===== src/rtl/taito_savestate_pkg.sv =====
// -----------------------------------------------------------------------------
// taito_savestate_pkg
// Shared definitions for the savestate sequencer: operation direction,
// error codes, sequencer state encoding and the default DDR slot layout.
// The layout constants live here so that streamer tooling and HPS software
// compute the same slot windows as the RTL.
// -----------------------------------------------------------------------------
package taito_savestate_pkg;

    // Direction of a savestate operation.
    typedef enum logic {
        OP_SAVE = 1'b0,   // core state -> DDR
        OP_LOAD = 1'b1    // DDR -> core state
    } op_t;

    // Error codes reported on err_code.
    localparam logic [1:0] ERR_NONE     = 2'd0;
    localparam logic [1:0] ERR_PAUSE_TO = 2'd1;
    localparam logic [1:0] ERR_START_TO = 2'd2;

    // Sequencer states.
    typedef enum logic [2:0] {
        ST_IDLE       = 3'd0,
        ST_PAUSE_WAIT = 3'd1,
        ST_SETTLE     = 3'd2,
        ST_START      = 3'd3,
        ST_RUN        = 3'd4,
        ST_RESUME     = 3'd5
    } state_t;

    // Default DDR layout: slot n lives at BASE + n * SLOT_SIZE.
    localparam logic [31:0] DEFAULT_BASE_ADDR = 32'h3000_0000;
    localparam logic [31:0] DEFAULT_SLOT_SIZE = 32'h0040_0000;

endpackage


===== src/rtl/savestate_sequencer.sv =====
// -----------------------------------------------------------------------------
// savestate_sequencer
// Runs one savestate save or load: pauses the game core, waits for it to
// settle, starts the chunked memory streamer in the requested direction over
// the slot's DDR window, waits for the streamer to finish and resumes the core.
//
// Ports:
//   clk, reset           clock, synchronous active-high reset
//   save_req, load_req   single-cycle requests (save wins if both high)
//   slot                 slot index, sampled with the request
//   core_pause_req       level, asks the core to halt
//   core_paused          core halted acknowledge
//   stream_start_addr    DDR byte address of the slot window
//   stream_length        window length in bytes
//   stream_write_start   one-cycle start pulse for a save (chunks -> DDR)
//   stream_read_start    one-cycle start pulse for a load (DDR -> chunks)
//   stream_busy          streamer busy
//   busy                 high whenever not idle
//   done, error          one-cycle completion / abort pulses
//   err_code             0 none, 1 pause timeout, 2 start timeout
//   last_slot            slot of the last accepted request
//   dropped              one-cycle pulse for a request that arrived while busy
// -----------------------------------------------------------------------------
module savestate_sequencer
    import taito_savestate_pkg::*;
#(
    parameter int unsigned SLOT_BITS     = 2,
    parameter logic [31:0] BASE_ADDR     = DEFAULT_BASE_ADDR,
    parameter logic [31:0] SLOT_SIZE     = DEFAULT_SLOT_SIZE,
    parameter int unsigned SETTLE_CYCLES = 16,
    parameter int unsigned PAUSE_TIMEOUT = 1048576,
    parameter int unsigned START_TIMEOUT = 8
) (
    input  logic                 clk,
    input  logic                 reset,
    input  logic                 save_req,
    input  logic                 load_req,
    input  logic [SLOT_BITS-1:0] slot,
    output logic                 core_pause_req,
    input  logic                 core_paused,
    output logic [31:0]          stream_start_addr,
    output logic [31:0]          stream_length,
    output logic                 stream_write_start,
    output logic                 stream_read_start,
    input  logic                 stream_busy,
    output logic                 busy,
    output logic                 done,
    output logic                 error,
    output logic [1:0]           err_code,
    output logic [SLOT_BITS-1:0] last_slot,
    output logic                 dropped
);

    // One counter is shared by PAUSE_WAIT, SETTLE and RUN; the pause timeout
    // is the largest bound, so it sets the width.
    localparam int unsigned      CNT_W       = $clog2(PAUSE_TIMEOUT + 1);
    localparam logic [CNT_W-1:0] CNT_ONE     = CNT_W'(1);
    localparam logic [CNT_W-1:0] CNT_MAX     = '1;
    localparam logic [CNT_W-1:0] PAUSE_LAST  = CNT_W'(PAUSE_TIMEOUT - 1);
    localparam logic [CNT_W-1:0] SETTLE_LAST = CNT_W'(SETTLE_CYCLES - 1);
    localparam logic [CNT_W-1:0] START_LAST  = CNT_W'(START_TIMEOUT - 1);

    state_t               state_q, state_d;
    logic [CNT_W-1:0]     cnt_q, cnt_d, cnt_inc;
    op_t                  op_q, op_d;
    logic                 seen_q, seen_d;      // stream_busy observed high in RUN
    logic                 pause_q, pause_d;
    logic [31:0]          addr_q, addr_d;
    logic [31:0]          len_q, len_d;
    logic [1:0]           err_code_q, err_code_d;
    logic [SLOT_BITS-1:0] last_slot_q, last_slot_d;
    logic                 done_q, done_d;
    logic                 error_q, error_d;
    logic                 dropped_q, dropped_d;

    logic any_req;
    assign any_req = save_req | load_req;

    // Saturating increment so a stalled state can never wrap the counter.
    assign cnt_inc = (cnt_q == CNT_MAX) ? cnt_q : cnt_q + CNT_ONE;

    // NOTE: every variable written here gets its default first; a path that
    // leaves one unassigned would infer a latch.
    always_comb begin
        state_d     = state_q;
        cnt_d       = cnt_q;
        op_d        = op_q;
        seen_d      = seen_q;
        pause_d     = pause_q;
        addr_d      = addr_q;
        len_d       = len_q;
        err_code_d  = err_code_q;
        last_slot_d = last_slot_q;
        done_d      = 1'b0;
        error_d     = 1'b0;
        dropped_d   = (state_q != ST_IDLE) && any_req;

        case (state_q)
            ST_IDLE: begin
                if (any_req) begin
                    op_d        = save_req ? OP_SAVE : OP_LOAD;
                    last_slot_d = slot;
                    err_code_d  = ERR_NONE;
                    addr_d      = BASE_ADDR + 32'(slot) * SLOT_SIZE;
                    len_d       = SLOT_SIZE;
                    pause_d     = 1'b1;
                    cnt_d       = '0;
                    state_d     = ST_PAUSE_WAIT;
                end
            end
            ST_PAUSE_WAIT: begin
                // An acknowledge in the final counted cycle still wins.
                if (core_paused) begin
                    cnt_d   = '0;
                    state_d = ST_SETTLE;
                end else if (cnt_q == PAUSE_LAST) begin
                    pause_d    = 1'b0;
                    err_code_d = ERR_PAUSE_TO;
                    error_d    = 1'b1;
                    state_d    = ST_IDLE;
                end else begin
                    cnt_d = cnt_inc;
                end
            end
            ST_SETTLE: begin
                if (cnt_q == SETTLE_LAST) begin
                    state_d = ST_START;
                end else begin
                    cnt_d = cnt_inc;
                end
            end
            ST_START: begin
                // The start pulse is decoded from this one-cycle state.
                cnt_d   = '0;
                seen_d  = 1'b0;
                state_d = ST_RUN;
            end
            ST_RUN: begin
                if (stream_busy) begin
                    seen_d = 1'b1;
                end else if (seen_q) begin
                    state_d = ST_RESUME;
                end else if (cnt_q == START_LAST) begin
                    err_code_d = ERR_START_TO;
                    error_d    = 1'b1;
                    state_d    = ST_RESUME;
                end else begin
                    cnt_d = cnt_inc;
                end
            end
            ST_RESUME: begin
                pause_d = 1'b0;
                done_d  = (err_code_q == ERR_NONE);
                state_d = ST_IDLE;
            end
            default: begin
                pause_d = 1'b0;
                state_d = ST_IDLE;
            end
        endcase
    end

    // NOTE: sequential state uses non-blocking assignments so every register
    // samples the pre-edge values regardless of statement order.
    always_ff @(posedge clk) begin
        if (reset) begin
            state_q     <= ST_IDLE;
            cnt_q       <= '0;
            op_q        <= OP_SAVE;
            seen_q      <= 1'b0;
            pause_q     <= 1'b0;
            addr_q      <= BASE_ADDR;
            len_q       <= SLOT_SIZE;
            err_code_q  <= ERR_NONE;
            last_slot_q <= '0;
            done_q      <= 1'b0;
            error_q     <= 1'b0;
            dropped_q   <= 1'b0;
        end else begin
            state_q     <= state_d;
            cnt_q       <= cnt_d;
            op_q        <= op_d;
            seen_q      <= seen_d;
            pause_q     <= pause_d;
            addr_q      <= addr_d;
            len_q       <= len_d;
            err_code_q  <= err_code_d;
            last_slot_q <= last_slot_d;
            done_q      <= done_d;
            error_q     <= error_d;
            dropped_q   <= dropped_d;
        end
    end

    assign core_pause_req     = pause_q;
    assign stream_start_addr  = addr_q;
    assign stream_length      = len_q;
    assign stream_write_start = (state_q == ST_START) && (op_q == OP_SAVE);
    assign stream_read_start  = (state_q == ST_START) && (op_q == OP_LOAD);
    assign busy               = (state_q != ST_IDLE);
    assign done               = done_q;
    assign error              = error_q;
    assign err_code           = err_code_q;
    assign last_slot          = last_slot_q;
    assign dropped            = dropped_q;

endmodule


===== config.mk =====
export PLATFORM = sky130hd
export DESIGN_NAME = savestate_sequencer
export DESIGN_NICKNAME = d
export VERILOG_FILES = /design/src/rtl/taito_savestate_pkg.sv /design/src/rtl/savestate_sequencer.sv
export SDC_FILE = /design/constraint.sdc
export NUM_CORES = 1
export LEC_CHECK = 0
export CAP_MARGIN = 20
export CORE_ASPECT_RATIO = 0.75
export CORE_MARGIN = 4
export CORE_UTILIZATION = 45
export CTS_CLUSTER_DIAMETER = 150
export DETAILED_ROUTE_END_ITERATION = 7
export GPL_ROUTABILITY_DRIVEN = 0
export PLACE_DENSITY = 0.79
export SYNTH_ARGS = -nofsm -noshare
export SYNTH_HDL_FRONTEND = slang
export SYNTH_SLANG_ARGS = --single-unit

===== constraint.sdc =====
create_clock -name clk -period 6.8 [get_ports clk]
set_input_delay 1.7 -clock clk [delete_from_list [all_inputs] [get_ports clk]]
set_output_delay 1.7 -clock clk [all_outputs]
set_load 0.02 [all_outputs]

After elaboration in Yosys (flattened, before gate mapping)
Index checks and enable logic that the tools add are counted.
Word-level totals
  bits in registers: 66
  bits of input ports: 8
  output and inout bits: 75
  logic and storage cells: 93
Operators by class
  $add $sub $neg: 2
  equality and inequality tests: 22
  muxes and demuxes: 37
  bitwise logic cells: 4
  reduce and logical (&&, ||, !) cells: 17
Operator list (count)
  $mux W21: 8
  $pmux W21 S5: 1
  $add A30 B24 Y31 const A: 1
  $add A21 B1 Y21 const B: 1
  $eq A21 B20 Y1 const B: 1
  $eq A21 B21 Y1 const B: 1
  $eq A21 B3 Y1 const B: 1
  $eq A21 B4 Y1 const B: 1
  $mux W3: 7
  $ne A2 B2 Y1 const B: 10
  $pmux W3 S5: 1
  $reduce_and A7 Y1: 2
  $mux W2: 6
  $mux W1: 10
  $ne A3 B3 Y1 const B: 3
  $eq A3 B2 Y1 const B: 2
  $eq A3 B3 Y1 const B: 2
  $pmux W2 S3: 1
  $reduce_bool A3 Y1: 2
  $reduce_and A5 Y1: 1
  $reduce_bool A5 Y1: 1
  $pmux W1 S2: 2
  $reduce_and A2 Y1: 2
  $reduce_and A4 Y1: 1
  10 further kinds: 14

Logic depth before layout (Yosys ltp)
Gate-level depths: netlist of run 1.
  word-level depth: 6
  gate-level depth with buffers: 9
  gate-level depth less buffers: 7

Worst setup path after synthesis of run 1
OpenSTA, ideal clock, no wires.
  kind: input to register
  start: input port stream_busy
  end: register cnt_q[14]
  library setup time: 66 ps
  arrival: 3298 ps
  required time: 6734 ps
  setup slack: 3436 ps
  stages on the path: 6
  path buffers: 2
  cells stage by stage: o32a_1 > buf_2 > or3_1 > clkbuf_1 > or4_1 > a21oi_2
Between the ends
  cells in the longest elaborated chain, start to end: 2
Ends and longest elaborated chain
  start: declaration: line savestate_sequencer.sv:45  | input logic stream_busy,
  $ne A2 B2 Y1 (no source line)
  $reduce_and A7 Y1 (no source line)
  end signal: assignment: line savestate_sequencer.sv:181  | cnt_q <= cnt_d;
  end: declaration: line savestate_sequencer.sv:64  | logic [CNT_W-1:0] cnt_q, cnt_d, cnt_inc;
Every way passes these cells.
A chain may end at the register's enable or synchronous reset.

Worst setup path in the final report of run 1
  start: input port core_paused
  end: register cnt_q[14]
Between the ends
  cells in the longest elaborated chain, start to end: 2
  elaborated cells between the ends (all ways): 4
  classes of those cells: eq/ne: 1; mux: 2; reduce/logical: 1
Ends and longest elaborated chain
  start: declaration: line savestate_sequencer.sv:40  | input logic core_paused,
  $ne A3 B3 Y1 (no source line) / $mux W21 (equally long branches)
  $reduce_and A7 Y1 (no source line) / $pmux W21 S5 (equally long branches)
Several ways; a longest one is shown, not always the timed one.

==> metrics.md, run 1 <==
| Metric | Value |
|---|---|
| Clock slew at reported path FFs | 70 ps |
| Placed insts | 389 |
| PD cells | 209.9 mW/mm2 |
| Synth cell types | 50 |
| Rows | 22 |
| Post-synth EDFFs | 0 |
| Tot Pwr | 0.5271 mW |
| Clk_skew | 8.587 ps |
| CTS tree | yes |
| Pre-antenna DRT Iters | 5 |
| Status | finished, final reports clean |
| DRC viols | 0 |
| Crit path required time | 7030 ps |
| Total Neg Setup Slack | 0 ps |
| Multi-input gate area | 0.001393 mm2 |
| Setup ws final | 3036 ps |
| First-pass GRT wire length | 8.300 mm |
| Post-CTS Resized | 0 |
| Net count, final | 333 |
| Setup Fix Bufs, Post-CTS | 0 |
| Vias in the first global route | 1,684 |
| Cts bufs inserted | 5 |
| Area taken by flip-flops and latches | 680.7 um2 |
| Slew Limit Fails | 0 |
| HPWL Detailed | 4.082 mm |
| Layout area overhead | 3.188% |
| Vias per inst | 5.280 |
| Mean Syn Cell Area | 7.701 um2 |
| Worst hold path type | reg -> reg |
| Post-Layout Cell Count | 397 |
| Reg-to-Reg Start | cnt_q[0] |
| # hold bufs at CTS | 0 |
| Largest net degree at the start of global routing | 24 |
| Critical Path Sink Type | flip-flop |
| Maxcap violations | 0 |
| Cell count after synthesis | 316 |
| Core ar. | 0.005065 mm2 |
| Reg2Reg Capture Point | cnt_q[8] |
| Max FO, Critical Path | 10 |
| Hold depth | 2 |
| GRT Overall Usage | 15.48% |
| Netlist Area Pre-Place | 0.002434 mm2 |
| Biggest area consumer among synthesized cells | dfxtp_1 |
| H-tree depth | 2 |
| Post-route ant nets | 0 |
| Initial core utilization | 48.05% |
| Fin crit period | 3764 ps |
| RSZ-0062 raised after global routing | no |
| Setup violations, final | 0 |
| DRT iter0 DRCs | 154 |
| CP Launch Point | core_paused |
| ANT cells | 0 |
| Period utilisation layout | 55.35% |
| #FFs+latches synth | 34 |
| Share of layout cells above drive strength 1 | 5.846% |
| Clock root buffer | clkbuf_8 |
| Total wire length | 5.365 mm |
| Crit path kind | in -> reg |
| CTS sink cnt | 34 |
| Synth Warn # | 0 |
| Clock Latency Late Sink | 300 ps |
| Die X | 92.92 um |
| Worst-margin pin slew | 617.7 ps |
| Ys async rst share | 0% |
| # IOs | 83 |
| Leak | 0.9041 nW |
| Post-synthesis sequential area ratio | 27.97% |
| DP Worst Slack | 2767 ps |
| Initial antenna violation count | 0 |
| Depth of the most critical reg-to-reg path | 7 |
| Synth top area cells | dfxtp_1, buf_4, a21oi_1, nor2_1, nor3_1 |
| Slew margin rel. | 58.82% |
| Fillers | 505 |
| Ys flop type | dfxtp_1 |
| Wirelength per Cell | 13.51 um |
| Nature of the critical path startpoint | input pin |
| Post-synth top area share | 27.97% |
| Die ar. | 0.006661 mm2 |
| Die Ht | 71.69 um |
| Endpoints failing hold | 0 |
| FMAX | 0.2657 GHz |
| Grt ovf | 0 |
| Via count | 2,096 |
| Port buffer count | 20 |
| VDD IR max | 0.0001039 V |
| Worst setup endpoint | cnt_q[14] |
| CTS max path bufs | 2 |
| Worst Path Arrival | 3990 ps |
| R2r setup slk | 3950 ps |
-- through the flow --
| step | hold slack, ps | util (%) | cell area, um2 |
|---|---|---|---|
| after detailed placement | 488.4 | 47.33 | 2397 |
| after floorplan | 462.7 | - | 2659 |
| final | 501.5 | 49.58 | 2511 |
| after global routing | 512.9 | 49.58 | 2511 |
| after CTS | 501.4 | 49.58 | 2511 |
| after global placement | 479.4 | 47.33 | 2397 |
-- flip-flops by register name, summed over array words and instances (netlist names) --
register and cells:
state_q 3, op_q 1, err_code 2, seen_q 1, cnt_q 21, done 1, dropped 1, last_slot 2
error 1, core_pause_req 1
-- cells in the mapped netlist, drive strengths merged, types with 4 or more instances --
cell type,number
or3,4
nor3,18
and4,4
or4,9
buf,72
o21ai,11
nor4,7
nand4,7
clkbuf,8
nand2,14
a21oi,27
nor2,31
dfxtp,34
xnor2,6
inv,7
a211oi,4
nand3,10
o21a,4
-- worst max-delay path, stage by stage --
cell	delay, ps
clkdlybuf4s50_1	530
nor4b_1	80
o21ai_0	370
nor2_1	150
or3_1	480
or4_1	540
a21oi_2	140
-- how the worst min path moves through the flow --
stage                              start              to  slack (ps)
after floorplan                 cnt_q[1]        cnt_q[1]         460
after global placement          cnt_q[1]        cnt_q[1]         480
after detailed placement        cnt_q[1]        cnt_q[1]         490
after CTS                 core_pause_req  core_pause_req         500
after global routing      core_pause_req  core_pause_req         510
final                           cnt_q[1]        cnt_q[1]         500
-- metal layers --
layer	up-vias	GRT usage [%]	part of all wire [%]
met1	986	21.42	44
li1	1011	-	-
met5	-	4.545	0
met4	0	4.065	1.2
met3	10	6.506	10
met2	89	21.55	44
-- power breakdown --
part | switching [mW] | internal (mW) | total (mW)
combinational | 0.0819 | 0.0380 | 0.120
sequential | 0.0111 | 0.206 | 0.218
clock | 0.0807 | 0.109 | 0.190
total | 0.174 | 0.353 | 0.527
-- cell usage in the layout (no fill, tap or decap), drive strengths merged, types with 2 or more instances in the layout --
master	synthesis	layout
nor4	7	7
dfxtp	34	34
nand3	10	10
a211oi	4	4
nand3b	3	3
nand2b	3	3
clkdlybuf4s50	0	20
nand4	7	7
clkbuf	8	5
inv	7	7
xnor2	6	6
o21a	4	4
nor2	31	31
o2111ai	2	2
o22ai	3	3
or3	4	4
and2	2	2
a21oi	27	27
or4	9	9
nor2b	2	2
and4	4	4
o21ai	11	11
nor3	18	18
conb	2	62
nor4b	2	2
nand2	14	14
o31ai	3	3
mux2i	2	2
clkinvlp	0	2
a31oi	2	2
-- cell type report --
cell class | instances | area share, %
timing repair buffer | 21 | 8.271
sequential | 34 | 27.11
inverter | 7 | 1.046
clock buffer | 5 | 2.740
clock inverter | 3 | 1.794
tap | 72 | 3.587
multi-input combinational | 255 | 55.46
-- kinds of logic after synthesis --
family                     share of synthesized area [%]
AOI/OAI and AO/OA                                  16.30
xor gates and xnor gates                           2.159
adders and majority gates                         0.5141
buffers and inverters                              24.06
DFF                                                27.97
muxes                                             0.8227
other                                             0.3086
and+or+nand+nor                                    27.87
Power figures use the tool's default switching activity.
==> inputs of run 2 (changes only) <==
clock period = 3.82 ns   (was 6.8 ns; I/O delays follow)
==> metrics.md, run 2 (same netlist as run 1, synthesis figures left out) <==
| Metric | Value |
|---|---|
| Hold_ws | 495.0 ps |
| Placed insts | 389 |
| Critical Path, Cell by Cell | clkdlybuf4s50_1 -> nor4b_1 -> o21ai_0 -> nor2_1 -> or3_1 -> or4_1 -> a21oi_2 |
| Grt ovf | 0 |
| Rows | 22 |
| Met3 Track Usage GR | 3.778% |
| Pre-antenna DRT Iters | 5 |
| Die ar. | 0.006661 mm2 |
| Die Ht | 71.69 um |
| Die X | 92.92 um |
| Post-Layout Cell Count | 397 |
| Clk_skew | 8.606 ps |
| Nature of the critical path startpoint | input pin |
| GR peak layer | met1 |
| Most common cell after layout, fill and taps aside | conb_1 |
| CP bufs+invs | 1 |
| DRT iter0 DRCs | 173 |
| Critical path's slowest cell | clkdlybuf4s50_1 |
| Period utilisation layout | 78.81% |
| Crit path kind | in -> reg |
| Layout area overhead | 2.982% |
| Total Neg Setup Slack | 0 ps |
| Tot Pwr | 0.9272 mW |
| Core ar. | 0.005065 mm2 |
| Slew margin rel. | 56.85% |
| Vias per inst | 5.290 |
| Post-CTS Resized | 0 |
| # IOs | 83 |
| Delay-heaviest family, CP | simple AND/OR/NAND/NOR gates |
| Pint | 0.6271 mW |
| ANT cells | 0 |
| Status | finished, final reports clean |
| Sw frac | 32.36% |
| Post-route ant nets | 0 |
| HPWL Detailed | 4.055 mm |
| Max reg flops | 21 |
| First-pass GRT wire length | 8.183 mm |
| Wirelength per Cell | 13.54 um |
| Leak | 0.9116 nW |
| Critical Path Sink Type | flip-flop |
| Net count, final | 333 |
| P_sw | 0.3001 mW |
| # hold bufs at CTS | 0 |
| GRT Overall Usage | 15.09% |
| CTS sink cnt | 34 |
| Worst Path Arrival | 3230 ps |
| Largest regs | cnt_q: 21 flops, state_q: 3 flops |
| Port buffer count | 20 |
| Initial antenna violation count | 0 |
| Worst path max stage delay | 530 ps |
| Largest net degree at the start of global routing | 24 |
| CTS max path bufs | 2 |
| Via count | 2,100 |
| Grt met2 use | 22.03% |
| PD cells | 370.0 mW/mm2 |
| Max FO, Critical Path | 10 |
| Total wire length | 5.375 mm |
| Fin crit period | 3011 ps |
| Slew Limit Fails | 0 |
| Largest Register | cnt_q |
| Endpoints failing hold | 0 |
| RSZ-0062 raised after global routing | no |
| Initial core utilization | 48.05% |
| Clock root buffer | clkbuf_8 |
| Setup Fix Bufs, Post-CTS | 0 |
| H-tree depth | 2 |
| Cts bufs inserted | 5 |
| Global-route met1 utilization | 22.39% |
| VDD IR max | 0.0002230 V |
| Multi-input gate area | 0.001393 mm2 |
| Setup violations, final | 0 |
| CTS tree | yes |
| Maxcap violations | 0 |
| Clock power share | 35.3% |
| Share of layout cells above drive strength 1 | 5.846% |
| DRC viols | 0 |
| Area taken by flip-flops and latches | 680.7 um2 |
| Commonest cells after routing, fill and taps aside | conb_1, dfxtp_1, nor2_1 |
| Worst-margin pin slew | 647.2 ps |
| Crit path required time | 4040 ps |
| Sequential share of power | 41.7% |
| Vias in the first global route | 1,654 |
| FMAX | 0.3322 GHz |
| Logic pwr share | 23.0% |
| Fillers | 496 |
| Clock slew at reported path FFs | 70 ps |
| Worst hold path type | reg -> reg |
| Clock Latency Late Sink | 290 ps |
-- run 2: changes by cell type in the layout (fill, tap and decap cells not counted) --
cell        change
clkinv_2        +2
clkinvlp_4      -2
-- run 2: per-layer routing --
metal | vias to the layer above | wire, um
met4 | 0 | 40
met2 | 97 | 2423
met1 | 984 | 2444
li1 | 1012 | -
met5 | - | 0
met3 | 7 | 465
-- run 2: area by class of cell --
cell class / instances / area share (%)
clock buffer: 5 / 2.746
sequential: 34 / 27.16
timing repair buffer: 21 / 8.288
inverter: 7 / 1.048
multi-input combinational: 255 / 55.57
tap: 72 / 3.595
clock inverter: 3 / 1.598
-- run 2: power by group through the flow --
stage	registers [mW]	clock network (mW)	logic, mW
floorplan	0.392	0	0.218
global placement	0.395	0	0.207
detailed placement	0.395	0	0.210
CTS	0.386	0.333	0.211
global route	0.389	0.349	0.232
finish	0.387	0.327	0.213
-- run 2: worst register-to-register path: stages (launching register included) --
cell and delay (ps):
dfxtp_1 390, ha_1 260, nand4_1 170, or4_1 710
nor4b_4 460, nor3_2 160, a21o_1 380, a21oi_1 190
-- run 2: path summary, 6_finish.rpt --
path	startpoint	end	slack [ps]	cells after the start
worst max-delay path	core_paused	cnt_q[14]	810	7
worst min-delay path	cnt_q[1]	cnt_q[1]	500	2
worst max register to register	cnt_q[0]	cnt_q[8]	1020	7
worst min register to register	cnt_q[1]	cnt_q[1]	500	2
-- run 2: per-stage QoR --
stage	utilization (%)	area (um2)	worst slack [ps]
after global routing	49.48	2506	701.3
after CTS	49.48	2506	829.8
after floorplan	-	2659	1201
after detailed placement	47.33	2397	540.5
final	49.48	2506	809.5
after global placement	47.33	2397	655.3
